<file path="src/rtl/ws2812_pixel_streamer_if.sv">
// rtl/ws2812_pixel_streamer_if.sv - host write bus, control and pixel stream bundle
//
// Purpose: groups every non-clock/reset signal of ws2812_pixel_streamer.
// Signals:
//   wr_en, wr_addr[ADDR_W], wr_data[24]  host colour RAM write port
//   brightness[8]                        global scale, 255 = unity
//   refresh_req                          single-cycle frame request
//   busy, frame_done                     frame status
//   pix_valid, pix_ready, pix_data[24],
//   pix_last                             GRB pixel stream to the serializer
// Modports:
//   master  the streamer side (drives status and the pixel stream)
//   slave   the host/serializer side
interface ws2812_pixel_streamer_if #(
  parameter int ADDR_W = 4
);
  logic              wr_en;
  logic [ADDR_W-1:0] wr_addr;
  logic [23:0]       wr_data;
  logic [7:0]        brightness;
  logic              refresh_req;
  logic              busy;
  logic              pix_valid;
  logic              pix_ready;
  logic [23:0]       pix_data;
  logic              pix_last;
  logic              frame_done;

  modport master (
    input  wr_en, wr_addr, wr_data, brightness, refresh_req, pix_ready,
    output busy, pix_valid, pix_data, pix_last, frame_done
  );

  modport slave (
    output wr_en, wr_addr, wr_data, brightness, refresh_req, pix_ready,
    input  busy, pix_valid, pix_data, pix_last, frame_done
  );
endinterface

</file>
<file path="src/rtl/ws2812_pixel_streamer.sv">
// rtl/ws2812_pixel_streamer.sv - colour RAM and scaled GRB pixel streamer for a WS2812 serializer
//
// Purpose: holds NUM_LEDS x 24-bit colours written by the host; on each refresh
// streams them as brightness-scaled {G,R,B} words over valid/ready, then holds
// off for the latch gap before reporting frame_done.
// Ports:
//   clk    system clock
//   rst_n  asynchronous active-low reset
//   bus    ws2812_pixel_streamer_if.master (write port, control, pixel stream)
module ws2812_pixel_streamer #(
  parameter int NUM_LEDS        = 8,
  parameter int ADDR_W          = 4,
  parameter int CLK_FRE         = 27_000_000,
  parameter int RESET_GAP_US    = 80,
  parameter int AUTO_REFRESH_HZ = 60
) (
  input  logic                   clk,
  input  logic                   rst_n,
  ws2812_pixel_streamer_if.master bus
);

  localparam int GAP_CYC  = CLK_FRE / 1_000_000 * RESET_GAP_US;
  localparam int GAP_W    = (GAP_CYC > 1) ? $clog2(GAP_CYC) : 1;
  localparam int AUTO_DIV = (AUTO_REFRESH_HZ > 0) ? CLK_FRE / AUTO_REFRESH_HZ : 1;
  localparam int AUTO_W   = (AUTO_DIV > 1) ? $clog2(AUTO_DIV) : 1;

  localparam logic [ADDR_W-1:0] LAST_IDX = ADDR_W'(NUM_LEDS - 1);
  localparam logic [GAP_W-1:0]  GAP_END  = GAP_W'(GAP_CYC - 1);
  localparam logic [AUTO_W-1:0] AUTO_END = AUTO_W'(AUTO_DIV - 1);

  typedef enum logic [2:0] {
    S_IDLE,
    S_READ,
    S_SCALE,
    S_PRESENT,
    S_GAP
  } state_t;

  state_t            state_q, state_d;
  logic [ADDR_W-1:0] idx_q, idx_d;
  logic [7:0]        bri_q, bri_d;
  logic [GAP_W-1:0]  gap_q, gap_d;
  logic [AUTO_W-1:0] auto_q, auto_d;
  logic              pending_q, pending_d;
  logic              pix_valid_q, pix_valid_d;
  logic [23:0]       pix_data_q, pix_data_d;
  logic              pix_last_q, pix_last_d;
  logic              frame_done_q, frame_done_d;

  logic              auto_tick;
  logic              req_any;
  logic              wr_ok;

  // Sized to the full address space so any wr_addr indexes it directly;
  // entries at or above NUM_LEDS are never written or read.
  logic [23:0]       mem_q [2**ADDR_W];
  logic [23:0]       rd_q;

  // c' = (c * (b + 1)) >> 8, so b = 255 passes c through unchanged.
  function automatic logic [7:0] scale_ch(input logic [7:0] c, input logic [7:0] b);
    logic [15:0] p;
    p = 16'(c) * (16'(b) + 16'd1);
    return 8'(p >> 8);
  endfunction

  assign wr_ok = ({1'b0, bus.wr_addr} < (ADDR_W+1)'(NUM_LEDS));

  // Colour RAM: not reset. Both accesses are non-blocking, so a read that
  // collides with a write to the same index returns the old word.
  always_ff @(posedge clk) begin
    if (bus.wr_en && wr_ok) begin
      mem_q[bus.wr_addr] <= bus.wr_data;
    end
    if (state_q == S_READ) begin
      rd_q <= mem_q[idx_q];
    end
  end

  always_ff @(posedge clk or negedge rst_n) begin
    if (!rst_n) begin
      state_q      <= S_IDLE;
      idx_q        <= '0;
      bri_q        <= '0;
      gap_q        <= '0;
      auto_q       <= '0;
      pending_q    <= 1'b0;
      pix_valid_q  <= 1'b0;
      pix_data_q   <= '0;
      pix_last_q   <= 1'b0;
      frame_done_q <= 1'b0;
    end else begin
      state_q      <= state_d;
      idx_q        <= idx_d;
      bri_q        <= bri_d;
      gap_q        <= gap_d;
      auto_q       <= auto_d;
      pending_q    <= pending_d;
      pix_valid_q  <= pix_valid_d;
      pix_data_q   <= pix_data_d;
      pix_last_q   <= pix_last_d;
      frame_done_q <= frame_done_d;
    end
  end

  always_comb begin
    state_d      = state_q;
    idx_d        = idx_q;
    bri_d        = bri_q;
    gap_d        = gap_q;
    auto_d       = auto_q;
    pix_valid_d  = pix_valid_q;
    pix_data_d   = pix_data_q;
    pix_last_d   = pix_last_q;
    frame_done_d = 1'b0;
    auto_tick    = 1'b0;

    // Free-running refresh timer, independent of frame activity.
    if (AUTO_REFRESH_HZ > 0) begin
      if (auto_q == AUTO_END) begin
        auto_d    = '0;
        auto_tick = 1'b1;
      end else begin
        auto_d = auto_q + 1'b1;
      end
    end else begin
      auto_d = '0;
    end

    // A request seen in IDLE starts the frame in the same cycle; anything
    // arriving while busy collapses into a single pending frame.
    req_any   = pending_q | bus.refresh_req | auto_tick;
    pending_d = req_any;

    case (state_q)
      S_IDLE: begin
        if (req_any) begin
          state_d   = S_READ;
          idx_d     = '0;
          bri_d     = bus.brightness;
          pending_d = 1'b0;
        end
      end
      S_READ: begin
        state_d = S_SCALE;
      end
      S_SCALE: begin
        pix_data_d  = {scale_ch(rd_q[15:8],  bri_q),
                       scale_ch(rd_q[23:16], bri_q),
                       scale_ch(rd_q[7:0],   bri_q)};
        pix_last_d  = (idx_q == LAST_IDX);
        pix_valid_d = 1'b1;
        state_d     = S_PRESENT;
      end
      S_PRESENT: begin
        if (bus.pix_ready) begin
          pix_valid_d = 1'b0;
          if (pix_last_q) begin
            state_d = S_GAP;
            gap_d   = '0;
          end else begin
            idx_d   = idx_q + 1'b1;
            state_d = S_READ;
          end
        end
      end
      S_GAP: begin
        if (gap_q == GAP_END) begin
          state_d      = S_IDLE;
          frame_done_d = 1'b1;
        end else begin
          gap_d = gap_q + 1'b1;
        end
      end
      default: begin
        state_d = S_IDLE;
      end
    endcase
  end

  assign bus.busy       = (state_q != S_IDLE);
  assign bus.pix_valid  = pix_valid_q;
  assign bus.pix_data   = pix_data_q;
  assign bus.pix_last   = pix_last_q;
  assign bus.frame_done = frame_done_q;

endmodule

</file>
<file path="src/flat_wrapper.sv">
// flat-port wrapper written by rule: the top's interface ports become plain ports
module ws2812_pixel_streamer_flat 
#(
  parameter int NUM_LEDS        = 8,
  parameter int ADDR_W          = 4,
  parameter int CLK_FRE         = 27_000_000,
  parameter int RESET_GAP_US    = 80,
  parameter int AUTO_REFRESH_HZ = 60
)
  (clk, rst_n, bus_wr_en, bus_wr_addr, bus_wr_data, bus_brightness, bus_refresh_req, bus_pix_ready, bus_busy, bus_pix_valid, bus_pix_data, bus_pix_last, bus_frame_done);
  ws2812_pixel_streamer_if #(.ADDR_W(ADDR_W)) bus_i ();
  input  logic clk;
  input  logic rst_n;
  input wire logic [$bits(bus_i.wr_en)-1:0] bus_wr_en;
  input wire logic [$bits(bus_i.wr_addr)-1:0] bus_wr_addr;
  input wire logic [$bits(bus_i.wr_data)-1:0] bus_wr_data;
  input wire logic [$bits(bus_i.brightness)-1:0] bus_brightness;
  input wire logic [$bits(bus_i.refresh_req)-1:0] bus_refresh_req;
  input wire logic [$bits(bus_i.pix_ready)-1:0] bus_pix_ready;
  output wire logic [$bits(bus_i.busy)-1:0] bus_busy;
  output wire logic [$bits(bus_i.pix_valid)-1:0] bus_pix_valid;
  output wire logic [$bits(bus_i.pix_data)-1:0] bus_pix_data;
  output wire logic [$bits(bus_i.pix_last)-1:0] bus_pix_last;
  output wire logic [$bits(bus_i.frame_done)-1:0] bus_frame_done;
  assign bus_i.wr_en = bus_wr_en;
  assign bus_i.wr_addr = bus_wr_addr;
  assign bus_i.wr_data = bus_wr_data;
  assign bus_i.brightness = bus_brightness;
  assign bus_i.refresh_req = bus_refresh_req;
  assign bus_i.pix_ready = bus_pix_ready;
  assign bus_busy = bus_i.busy;
  assign bus_pix_valid = bus_i.pix_valid;
  assign bus_pix_data = bus_i.pix_data;
  assign bus_pix_last = bus_i.pix_last;
  assign bus_frame_done = bus_i.frame_done;
  ws2812_pixel_streamer #(.NUM_LEDS(NUM_LEDS), .ADDR_W(ADDR_W), .CLK_FRE(CLK_FRE), .RESET_GAP_US(RESET_GAP_US), .AUTO_REFRESH_HZ(AUTO_REFRESH_HZ)) u_core (.clk(clk), .rst_n(rst_n), .bus(bus_i));
endmodule
</file>
<file path="config.mk">
export PLATFORM = sky130hd
export DESIGN_NAME = ws2812_pixel_streamer_flat
export DESIGN_NICKNAME = d
export VERILOG_FILES = /design/src/rtl/ws2812_pixel_streamer_if.sv /design/src/rtl/ws2812_pixel_streamer.sv /design/src/flat_wrapper.sv
export SDC_FILE = /design/constraint.sdc
export NUM_CORES = 1
export LEC_CHECK = 0
export ABC_CLOCK_PERIOD_IN_PS = 5600
export BUFFER_PORTS_ARGS = -buffer_cell sky130_fd_sc_hd__buf_4
export CAP_MARGIN = 10
export CORE_AREA = 2 2 201 203
export DETAILED_ROUTE_END_ITERATION = 7
export DIE_AREA = 0 0 203 205
export HOLD_SLACK_MARGIN = 0.02
export PLACE_DENSITY = 0.77
export SYNTH_ARGS = -nofsm -noshare
export SYNTH_HDL_FRONTEND = slang
export SYNTH_SLANG_ARGS = --single-unit
</file>
<file path="constraint.sdc">
create_clock -name clk -period 5.6 [get_ports clk]
set_clock_uncertainty 0.1 [all_clocks]
set_input_delay 0 -clock clk [delete_from_list [all_inputs] [get_ports clk]]
set_output_delay 0 -clock clk [all_outputs]
set_load 0.03 [all_outputs]
</file>
==> qor.txt <==
status: complete, no violations
CP max stage cell: o31ai_1
gp weighted congestion: 0.837
Worst-path clk slew: 0.06 ns
num rows: 73
Synth Flop Type: edfxtp_1
Fin. Hold Viols: 0
Worst slew margin: 0.176
dpl cells: 2339
number of inserted diodes: 0
Initial Util: 0.625
CP arrival: 5.74 ns
CP Depth: 18
vias in the first global route: 14400
post-synthesis async set-or-reset flop share: 0.154
crit path max fanout: 7
Slew Viols, Final: 0
top cell type's share of synthesized area: 0.498
worst flop-to-flop path endpoint: u_core.bus.pix_data[14]
crit-path most repeated cell: fa_1
area grow syn2layout: 16.3%
Tcrit/Tclk final: 0.955
dpl hpwl: 29.4 mm
Buffers & Inverters on Critical Path: 3
total length of routed wires: 47.9 mm
Fillers: 2468
Ys Warns: 0
DR WL/cell: 19.4 µm
min cycle time layout: 5.35 ns
# Max-Cap Violations: 0
Gate Count Post-Synth: 1584
critical path, cell by cell: ha_1, nand3_1, xnor2_2, buf_4, buf_4, nand2_1, fa_1, fa_1, inv_1, fa_1, fa_1, ha_1, a21o_1, a31oi_2, o31ai_1, o21a_1, nor3_1, o31ai_1
die footprint: 41600 µm²
Reg2Reg Depth: 18
#FFs+latches synth: 482
DIE WIDTH: 203 µm
crit path to: u_core.bus.pix_data[14]
Max Buffers Root-to-Sink: 3
crit start category: register
largest net degree at the start of global routing: 75
GRT overflow: 0
root buffer cell: clkbuf_16
final setup fails: 0
top-count cell post-synth: edfxtp_1
register area share after synthesis: 0.573
DRT Pass-1 Iters: 5
non-filler cells, final: 2463
synth cell count leaders: edfxtp_1 (408), inv_1 (160), fa_1 (120), mux4_2 (120), and2_1 (114)
first-pass GRT wire length: 77.3 mm
CTS Sinks: 482
kind of critical path: reg -> reg
remaining routing DRC violations: 0
required time worst endpoint: 6.00 ns
# port buffers: 68
I/O pin cnt: 69
Syn Std Cell Area: 24600 µm²
Top delay family on crit path: adder cells
Total Routing Usage GR: 0.245
Vias/cell: 5.47
area leader, netlist: edfxtp_1
initial antenna violation count: 1
clock latency on the worst-skew pair: 0.59 ns
die height: 205 µm
CP startpoint: u_core.bri_q[0]
synth top area cells: edfxtp_1 (50%), mux4_2 (11%), fa_1 (9.8%)
core area: 39400 µm²
RR Startpoint: u_core.bri_q[0]
Worst R2R Setup Slack: 0.25 ns
Critical Path Sink Type: register
CTS tree: built
number of enable flip-flop cells after synthesis: 408
Worst-Margin Slew: 1.23 ns
post-synthesis cell type count: 55
via count: 13500
share of cells above drive strength 1: 0.172
Fmax: 187 MHz
CTS Buf Count: 49
synthesized area per cell: 15.5 µm²
Hold Path Class: in -> async
Post-DRT Antenna Nets: 0
final net count: 2165
iteration-0 DRC count of the detailed router: 817
crit-path max cell delay: 0.59 ns
H-tree Lvls: 2
-- layout by cell type, fill, tap and decap left out, types with 46 or more instances in the layout --
cell,count
edfxtp_1,408
conb_1,192
inv_1,160
mux4_2,120
fa_1,120
and2_1,114
ha_1,100
buf_4,92
nand2_1,87
dfrtp_1,71
nor2b_1,60
clkbuf_16,50
nor2_1,46
-- worst reg2reg max path, delay by kind of cell, from the launching register on --
family	cells	cell delay, ns
adders and majority gates	6	2.48
AOI/OAI and AO/OA	5	1.22
and+or+nand+nor	3	0.36
buffers and inverters	3	0.34
DFF	1	0.40
xor gates and xnor gates	1	0.35
-- state kept, by name (all words and copies together) (netlist names) --
name                   flops
u_core.auto_q             19
u_core.mem_q             384
u_core.rd_q               24
u_core.bus.pix_valid       1
u_core.bri_q               8
u_core.bus.pix_data       24
u_core.idx_q               4
u_core.pending_q           1
u_core.gap_q              12
u_core.state_q             3
u_core.bus.frame_done      1
u_core.bus.pix_last        1
-- cells by family after synthesis --
| kind of cell | synth area share |
|---|---|
| and+or+nand+nor | 0.0879 |
| other | 0.000152 |
| buffers and inverters | 0.0341 |
| muxes | 0.115 |
| adders and majority gates | 0.149 |
| xor gates and xnor gates | 0.0231 |
| AOI/OAI and AO/OA | 0.0179 |
| DFF | 0.573 |
-- metal layers --
metal / track usage / part of all wire / vias up
met2: 0.420 / 0.52 / 318
met1: 0.325 / 0.41 / 6971
li1: - / - / 6107
met4: 0.0613 / 0.019 / 2
met3: 0.0495 / 0.049 / 74
met5: 0 / 0.00027 / -
-- area by class of cell --
class | instances | area [µm²] | share of cell area
sequential | 482 | 14100 | 0.493
clock inverter | 29 | 308 | 0.0108
inverter | 160 | 601 | 0.0210
multi-input combinational | 1076 | 10500 | 0.367
clock buffer | 56 | 1270 | 0.0445
tap | 525 | 657 | 0.0230
timing repair buffer | 135 | 1160 | 0.0406
-- metrics by stage --
step	TNS (ns)	setup WS, ns	instance area [µm²]	hold slack [ns]	utilization
6_report	0	0.253	28600	0.0229	0.727
5_1_grt	-0.0185	-0.0144	28600	0.0832	0.727
3_3_place_gp	0	0.210	26500	0.111	0.674
2_1_floorplan	0	0.441	25300	-0.396	-
4_1_cts	0	0.0352	28500	0.0301	0.724
3_5_place_dp	0	0.0188	26500	0.126	0.674
-- timing repair --
item,in CTS,in global routing
hold buffers,38,0
buffers inserted,0,1
endpoints found under the hold margin,532,0
endpoints found under the setup margin,0,15
gates resized for setup,0,14
-- worst min-delay path by stage --
stage / from / to / cells after the start
3_5_place_dp: rst_n / u_core.bus.pix_data[8] / 1
4_1_cts: rst_n / u_core.auto_q[10] / 2
3_3_place_gp: rst_n / u_core.auto_q[12] / 1
6_report: rst_n / u_core.auto_q[10] / 2
2_1_floorplan: rst_n / u_core.auto_q[0] / 0
5_1_grt: bus_brightness[5] / u_core.bri_q[5] / 3
Power is left out: the tool's default activity adds up to more than one toggle a clock period on the data nets, which glitch-free logic cannot reach.
